### config.mk
export PLATFORM = sky130hd
export DESIGN_NAME = sync_gen
export DESIGN_NICKNAME = d
export VERILOG_FILES = /design/src/rtl/sync_gen.sv
export SDC_FILE = /design/constraint.sdc
export NUM_CORES = 1
export LEC_CHECK = 0
export ABC_AREA = 1
export CAP_MARGIN = 25
export CORE_UTILIZATION = 60
export CTS_BUF_LIST = sky130_fd_sc_hd__clkbuf_8
export DETAILED_ROUTE_END_ITERATION = 16
export PLACE_DENSITY = 0.83
export SYNTH_ARGS = -nofsm -noshare
export SYNTH_HDL_FRONTEND = slang
export SYNTH_SLANG_ARGS = --single-unit
### constraint.sdc
create_clock -name clk_10m -period 3.2 [get_ports clk_10m]
set_input_delay 0.8 -clock clk_10m [delete_from_list [all_inputs] [get_ports clk_10m]]
set_output_delay 0.8 -clock clk_10m [all_outputs]
set_load 0.01 [all_outputs]
### src/rtl/sync_gen.sv
// ADC conversion-start generator: programmable period/width sync pulse with
// continuous and burst modes, frame-boundary config updates.
//
// state | meaning
// IDLE  | sync low, waiting for enable (continuous) or start (burst)
// RUN   | phase counter cycling 0..P-1, sync high for cnt < W
module sync_gen #(
   parameter int CNT_W      = 16,
   parameter int BURST_W    = 16,
   parameter int DEF_PERIOD = 200,
   parameter int DEF_WIDTH  = 24
) (
   input  logic               clk_10m,
   input  logic               rst,
   input  logic               enable,
   input  logic               mode,
   input  logic               start,
   input  logic [BURST_W-1:0] burst_len,
   input  logic [CNT_W-1:0]   cfg_period,
   input  logic [CNT_W-1:0]   cfg_width,
   input  logic               cfg_load,
   output logic               sync,
   output logic               sync_rise,
   output logic               busy,
   output logic               done,
   output logic               cfg_err,
   output logic [BURST_W-1:0] sample_cnt
);

   typedef enum logic {IDLE, RUN} state_t;

   state_t             state_q, state_d;
   logic [CNT_W-1:0]   cnt_q, cnt_d;
   logic [CNT_W-1:0]   per_q, per_d, wid_q, wid_d;
   logic [CNT_W-1:0]   pper_q, pper_d, pwid_q, pwid_d;
   logic               pend_q, pend_d;
   logic               mode_q, mode_d;
   logic [BURST_W-1:0] left_q, left_d;
   logic [BURST_W-1:0] smp_q, smp_d;
   logic               sync_q, sync_d, rise_q, rise_d;
   logic               busy_q, busy_d, done_q, done_d, err_q, err_d;
   logic               cfg_ok, frame_end;

   always_comb begin
      state_d = state_q;
      cnt_d   = cnt_q;
      per_d   = per_q;
      wid_d   = wid_q;
      pper_d  = pper_q;
      pwid_d  = pwid_q;
      pend_d  = pend_q;
      mode_d  = mode_q;
      left_d  = left_q;
      smp_d   = smp_q;
      err_d   = err_q;
      done_d  = 1'b0;
      sync_d  = 1'b0;

      cfg_ok    = (cfg_period >= CNT_W'(2)) && (cfg_width != '0) && (cfg_width < cfg_period);
      frame_end = (state_q == RUN) && (cnt_q == per_q - CNT_W'(1));

      if (frame_end && pend_q) begin
         per_d  = pper_q;
         wid_d  = pwid_q;
         pend_d = 1'b0;
      end

      // A load landing on the boundary wins over an older pending one.
      if (cfg_load) begin
         if (cfg_ok) begin
            err_d = 1'b0;
            if (state_q == IDLE || frame_end) begin
               per_d  = cfg_period;
               wid_d  = cfg_width;
               pend_d = 1'b0;
            end else begin
               pper_d = cfg_period;
               pwid_d = cfg_width;
               pend_d = 1'b1;
            end
         end else begin
            err_d = 1'b1;
         end
      end

      case (state_q)
         IDLE: begin
            cnt_d = '0;
            if (enable && !mode) begin
               state_d = RUN;
               mode_d  = 1'b0;
            end else if (enable && mode && start) begin
               if (burst_len == '0) begin
                  done_d = 1'b1;
               end else begin
                  state_d = RUN;
                  mode_d  = 1'b1;
                  left_d  = burst_len;
               end
            end
         end
         RUN: begin
            sync_d = (cnt_q < wid_q);
            if (cnt_q == '0) smp_d = smp_q + BURST_W'(1);
            if (frame_end) begin
               cnt_d = '0;
               if (mode_q) begin
                  left_d = left_q - BURST_W'(1);
                  if (left_q == BURST_W'(1)) begin
                     state_d = IDLE;
                     done_d  = 1'b1;
                  end else if (!enable) begin
                     state_d = IDLE;
                  end
               end else if (!enable) begin
                  state_d = IDLE;
               end
            end else begin
               cnt_d = cnt_q + CNT_W'(1);
            end
         end
         default: state_d = IDLE;
      endcase

      rise_d = sync_d & ~sync_q;
      busy_d = (state_d == RUN);
   end

   always_ff @(posedge clk_10m) begin
      if (rst) begin
         state_q <= IDLE;
         cnt_q   <= '0;
         per_q   <= CNT_W'(DEF_PERIOD);
         wid_q   <= CNT_W'(DEF_WIDTH);
         pper_q  <= '0;
         pwid_q  <= '0;
         pend_q  <= 1'b0;
         mode_q  <= 1'b0;
         left_q  <= '0;
         smp_q   <= '0;
         sync_q  <= 1'b0;
         rise_q  <= 1'b0;
         busy_q  <= 1'b0;
         done_q  <= 1'b0;
         err_q   <= 1'b0;
      end else begin
         state_q <= state_d;
         cnt_q   <= cnt_d;
         per_q   <= per_d;
         wid_q   <= wid_d;
         pper_q  <= pper_d;
         pwid_q  <= pwid_d;
         pend_q  <= pend_d;
         mode_q  <= mode_d;
         left_q  <= left_d;
         smp_q   <= smp_d;
         sync_q  <= sync_d;
         rise_q  <= rise_d;
         busy_q  <= busy_d;
         done_q  <= done_d;
         err_q   <= err_d;
      end
   end

   assign sync       = sync_q;
   assign sync_rise  = rise_q;
   assign busy       = busy_q;
   assign done       = done_q;
   assign cfg_err    = err_q;
   assign sample_cnt = smp_q;

endmodule

---- After elaboration in Yosys (flattened, before gate mapping) ----
Cells that the tools add are included.
word-level totals
  register bits after elaboration ......... 119
  output and inout port bits .............. 21
  logic and storage cells ................. 90
operators by class
  add/sub/neg operators ................... 4
  bitwise logic cells ..................... 4
  multiplexer cells ....................... 40
  reduce and logical (&&, ||, !) cells .... 17
  order comparisons ....................... 3
  equal/unequal tests ..................... 8
operators with widths
  kind                                                                                   count
  16-bit 2-to-1 mux                                                                      14
  16-bit case mux with 2 select lines                                                    2
  16-bit by 1-bit adder with 16-bit output (second input constant)                       2
  16-bit logical NOT                                                                     2
  16-bit less-than comparator                                                            2
  16-bit by 1-bit subtractor with 16-bit output (second input constant)                  2
  1-bit 2-to-1 mux                                                                       22
  16-bit by 1-bit == test with 1-bit output (second input constant)                      1
  16-bit == test                                                                         1
  16-bit by 2-bit greater-or-equal comparator with 1-bit output (second input constant)  1
  16-bit nonzero test                                                                    1
  2-bit inequality test (second input constant)                                          4
  1-bit logical AND                                                                      7
  3-bit AND reduction                                                                    2
  5-bit AND reduction                                                                    1
  2-bit by 1-bit inequality test with 1-bit output (second input constant)               2
  1-bit case mux with 2 select lines                                                     2
  1-bit inverter                                                                         3
  2-bit AND reduction                                                                    1
  2-bit nonzero test                                                                     1
  1-bit bitwise AND                                                                      1
  1-bit logical NOT                                                                      1
  1-bit logical OR                                                                       1

---- Depth between registers and ports, before layout ----
  word-level depth ........................ 8
  gate-level depth with buffers ........... 21
  gate-level depth less buffers ........... 19

---- Least setup slack after synthesis ----
No wires, ideal clock.
  path kind ............................... input -> register
  from .................................... input cfg_period[5]
  to ...................................... register wid_q[6]
  setup slack ............................. 0.692 ns
  arrival time ............................ 2.399 ns
  setup time .............................. 0.109 ns
  stages on the path ...................... 15
  cell sequence ........................... inv_1 -> ha_1 -> a21oi_1 -> nand3b_1 -> nand2_1 -> o21ai_0 -> nand2_1 -> inv_1 -> buf_2 -> buf_4 -> nand3_2 -> nand2_1 -> inv_1 -> nand2_1 -> inv_1
between the ends
  longest elaborated chain between the ends .. 5
  elaborated cells between the ends (all ways) .. 6
  those cells by class .................... order compare (2); mux (2); reduce/logical (2)
ends and longest elaborated chain
  what                                                           RTL line  source
  start: declaration                                             19        input logic [CNT_W-1:0] cfg_period,
  16-bit by 2-bit greater-or-equal comparator with 1-bit output  59        cfg_ok = (cfg_period >= CNT_W'(2)) && (cfg_width != '0) && (cfg_width < cfg_period);
  1-bit logical AND                                              59
  1-bit logical AND *                                            59
  16-bit 2-to-1 mux *                                            70        if (cfg_ok) begin
  16-bit 2-to-1 mux *                                            69        if (cfg_load) begin
  end signal: assignment                                         134       wid_q <= CNT_W'(DEF_WIDTH);
  end signal: assignment                                         150       wid_q <= wid_d;
  end: declaration                                               34        logic [CNT_W-1:0] per_q, per_d, wid_q, wid_d;
Every way passes the cells marked *; elsewhere a longest branch is shown, timed or not.
A chain may end at the register's enable or synchronous reset.

---- Worst setup path after layout ----
  from .................................... register per_q[0]
  to ...................................... register per_q[5]
between the ends
  longest elaborated chain between the ends .. 8
  elaborated cells between the ends (all ways) .. 9
  those cells by class .................... add/sub (1); eq/ne (1); mux (4); reduce/logical (3)
ends and longest elaborated chain
  what                                             RTL line  source
  start: declaration                               34
  start signal: assignment                         133       per_q <= CNT_W'(DEF_PERIOD);
  start signal: assignment                         149       per_q <= per_d;
  16-bit by 1-bit subtractor with 16-bit output *  60        frame_end = (state_q == RUN) && (cnt_q == per_q - CNT_W'(1));
  16-bit == test *                                 60
  1-bit logical AND *                              60
  1-bit logical AND                                62        if (frame_end && pend_q) begin
  16-bit 2-to-1 mux                                62
  16-bit 2-to-1 mux                                72        if (state_q == IDLE || frame_end) begin
  16-bit 2-to-1 mux                                70
  16-bit 2-to-1 mux *                              69
Marked as above.

==> summary.md <==
| Metric | Value |
|---|---|
| Crit Reg-Reg Endpoint | `per_q[5]` |
| Setup crit end kind | `flop` |
| Drt initial violations | `723` |
| Unique masters post-synth | `41` |
| GRT Util Overall | `0.3118` |
| Worst-path maximum fanout | `27` |
| Worst setup SP type | `flop` |
| Post-Syn Nets | `about 1,300` |
| Die area | `13,760 um2` |
| TritonCTS clock tree | `yes` |
| DRC viols | `0` |
| CTS Hold Bufs | `0` |
| First-pass GRT wire length | `about 35,000 um` |
| Max Freq | `~350 MHz` |
| Finished Cell Area | `9186 um2` |
| Combinational power share | `0.222` |
| CP Data Required Time | `3.56 ns` |
| Core area | `approximately 13,000 um2` |
| Htree depth | `4` |
| Syn avg cell area | `~6.5 um2` |
| Worst hold path class | `reg -> reg` |
| Width of the chip | `117.3 um` |
| CTS clk-pin slew, worst paths | `~0.08 ns` |
| Antenna violations before repair | `0` |
| Sink Count | `~120` |
| Hold path start | `sync` |
| Post CTS Setup Buffer Count | `0` |
| Vias in the first global route | `about 7,400` |
| Proportion of power drawn by the clock network | `0.354` |
| Primary FF master, synth | `dfxtp_1` |
| Post-synth EDFFs | `0` |
| # fillers | `around 1,100` |
| Congestion Overflow GR | `0` |
| Crit Path Class | `reg -> reg` |
| Detail Route Antenna Nets | `0` |
| Min-Delay Endpoint | `sync_rise` |
| Register area share after synthesis | `0.2986` |
| Final wirelength | `around 21,000 um` |
| Post-synth top area share | `0.2986` |
| Status | `completed` |
| DP Wirelength | `approximately 15,000 um` |
| Via count | `between 8,000 and 9,000` |
| Pins Over Slew Limit | `0` |
| # IOs | `75` |
| R2R cell count | `17` |
| Sequential share of power | `0.423` |
| Worst R2R Start | `per_q[0]` |
| Syn-to-layout area delta | `15.13%` |
| Post-CTS Resized | `0` |
| Clk buf depth | `2` |
| Inserted Clock Buffers | `17` |
| Top cells by area, synth | `dfxtp_1 30%, nand2_1 12%, inv_1 9.3%` |
| Die height | `between 100 and 150 um` |
| Clock root buffer | `clkbuf_8` |
| Clk_lat worst skew | `0.46 ns` |
| CP Data Arrival Time | `3.20 ns` |
| Vias per std cell | `5.456` |
| YS warnings | `0` |
| First-pass detailed-route iteration total | `5` |
| Yosys top cell by area | `dfxtp_1` |
| Pin slew with the least headroom to its limit | `0.8456 ns` |
| DR WL/cell | `approximately 14 um` |
| Final Skew | `~0.017 ns` |
| Fraction of layout instances using a drive strength above 1 | `0.09105` |
| Internal | `between 2 and 3 mW` |
| R2R setup slack | `0.36 ns` |
| Power Dens Cells | `about 420 nW/um2` |
| Diodes inserted | `0` |
| Synth Register Bits | `roughly 120` |
| Input/output buffers | `74` |
| Commonest non-fill, non-tap cell in the layout | `nand2_1` |
| Pin count of the biggest net entering global routing | `49` |
| Synth Cell Area | `7979 um2` |
| Nets@finish | `approximately 1,400` |
| Worst vdd ir | `approximately 0.31 mV` |
| Initial core utilization | `0.6246` |
| Most frequent cells in the layout | `252 x nand2_1, 197 x inv_1, 173 x nor2_1, 118 x dfxtp_1, 87 x nand3_1` |
| Sw Share | `0.3316` |
| Gp weighted congestion | `roughly 0.92` |
| Sw Pwr | `between 1 and 1.5 mW` |
| Site row count | `just over 40` |
| Post-layout min period | `roughly 2.8 ns` |
| Max transition margin | `0.4355` |
| Fraction of registers with async set/reset | `0` |
| Final worst-path cycle share | `0.8866` |
| Final Hold Fails | `0` |
| Area post-placement | `roughly 8800 um2` |
| Static leakage | `about 4.4 nW` |
| Max_cap viols | `0` |
| RSZ-0062 raised after global routing | `no` |
| Setup total negative slack | `0 ns` |
| Hold Path Depth | `1` |
| Syn Inst Count | `about 1,200` |
| Setup violators final | `0` |
## cell usage after synthesis, types with 2 or more instances
cell	instances
nand3_2	25
o21ai_0	60
inv_1	198
dfxtp_1	119
o21ai_1	13
and3_1	2
inv_2	5
buf_12	3
nand3b_1	9
or2_2	3
a31oi_1	4
ha_1	36
buf_4	5
nand3_4	3
nor3b_1	5
buf_1	4
nand2_4	4
clkbuf_1	10
a21oi_1	43
nor2_4	4
nand2_2	10
buf_2	18
nand2_1	252
nand3_1	87
nor3_1	25
buf_6	5
buf_8	2
xnor2_1	11
nor2_2	10
xor2_1	10
nand4_1	53
nor2_1	173
nor4_1	9
## worst max-delay path: stages, from the launching register on
cell	delay [ns]
dfxtp_1	0.38
inv_2	0.10
ha_1	0.21
inv_1	0.07
nor2_1	0.08
nand2_1	0.10
nor2_1	0.15
nand2_1	0.08
nand2_2	0.08
nand3_2	0.08
nor2_1	0.10
nand3_1	0.10
nor2_2	0.41
nand3_4	0.39
nand2_1	0.19
nand3_1	0.08
nand2_1	0.08
inv_1	0.04
## power by group through the flow
stage | Clock, mW | Sequential (mW) | Combinational (mW)
finish | 1.38 | 1.65 | 0.867
global route | 1.46 | 1.66 | 0.977
CTS | 1.38 | 1.65 | 0.858
detailed placement | 0 | 1.68 | 0.852
global placement | 0 | 1.68 | 0.829
floorplan | 0 | 1.65 | 0.625
## layer usage
layer  vias to the layer above  share of wire  routed length [um]  track usage
li1                       4060              -                   -            -
met1                      3604           0.45                9240       0.4126
met2                       338           0.45                9267       0.4889
met3                        67          0.075                1555      0.06226
met4                         0          0.033                 686       0.1388
met5                         -              0                   0            0
## stage by stage
step | instances | worst slack, ns | power, mW | hold slack [ns] | util
6_report | 1479 | 0.3629 | 3.903 | 0.4155 | 0.7192
5_1_grt | 1479 | 0.04827 | 4.095 | 0.4489 | 0.7192
3_5_place_dp | 1447 | 0.03523 | 2.533 | 0.4195 | 0.6877
3_3_place_gp | 1447 | 0.1092 | 2.508 | 0.4045 | 0.6877
4_1_cts | 1479 | 0.4074 | 3.889 | 0.4219 | 0.7192
2_1_floorplan | 1228 | 0.6919 | 2.279 | 0.4407 | -
## flip-flops by register name, indices dropped and copies added, names as in the netlist, 16 cells and up
| signal | flops |
|---|---|
| cnt_q | 16 |
| left_q | 16 |
| per_q | 16 |
| pper_q | 16 |
| pwid_q | 16 |
| sample_cnt | 16 |
| wid_q | 16 |
## area by class of cell
cell class	count	area, um2	area share
clock buffers	21	289.0	0.03146
repair buffers	94	915.9	0.09970
flip-flops and latches	119	2384	0.2595
well taps	172	215.2	0.02343
clock inverters	11	112.6	0.01226
multi-input cells	858	4504	0.4903
inverters	204	765.7	0.08336
## worst max-delay path by stage
stage                        from          to  slack, ns  cells after the start
global route             per_q[0]    per_q[5]       0.05                     17
detailed placement  cfg_period[5]  pper_q[14]       0.04                     13
finish                   per_q[0]    per_q[5]       0.36                     17
global placement    cfg_period[5]   pper_q[1]       0.11                     13
floorplan           cfg_period[5]    wid_q[6]       0.69                     15
CTS                      per_q[0]    per_q[5]       0.41                     17
## cells by family after synthesis
| logic type | synth area share |
|---|---|
| and+or+nand+nor | 0.4033 |
| buffers and inverters | 0.1369 |
| AOI/OAI and AO/OA | 0.08170 |
| DFF | 0.2986 |
| adders and majority gates | 0.05645 |
| xor gates and xnor gates | 0.02305 |
No activity file was read; power rests on OpenSTA's default activity.
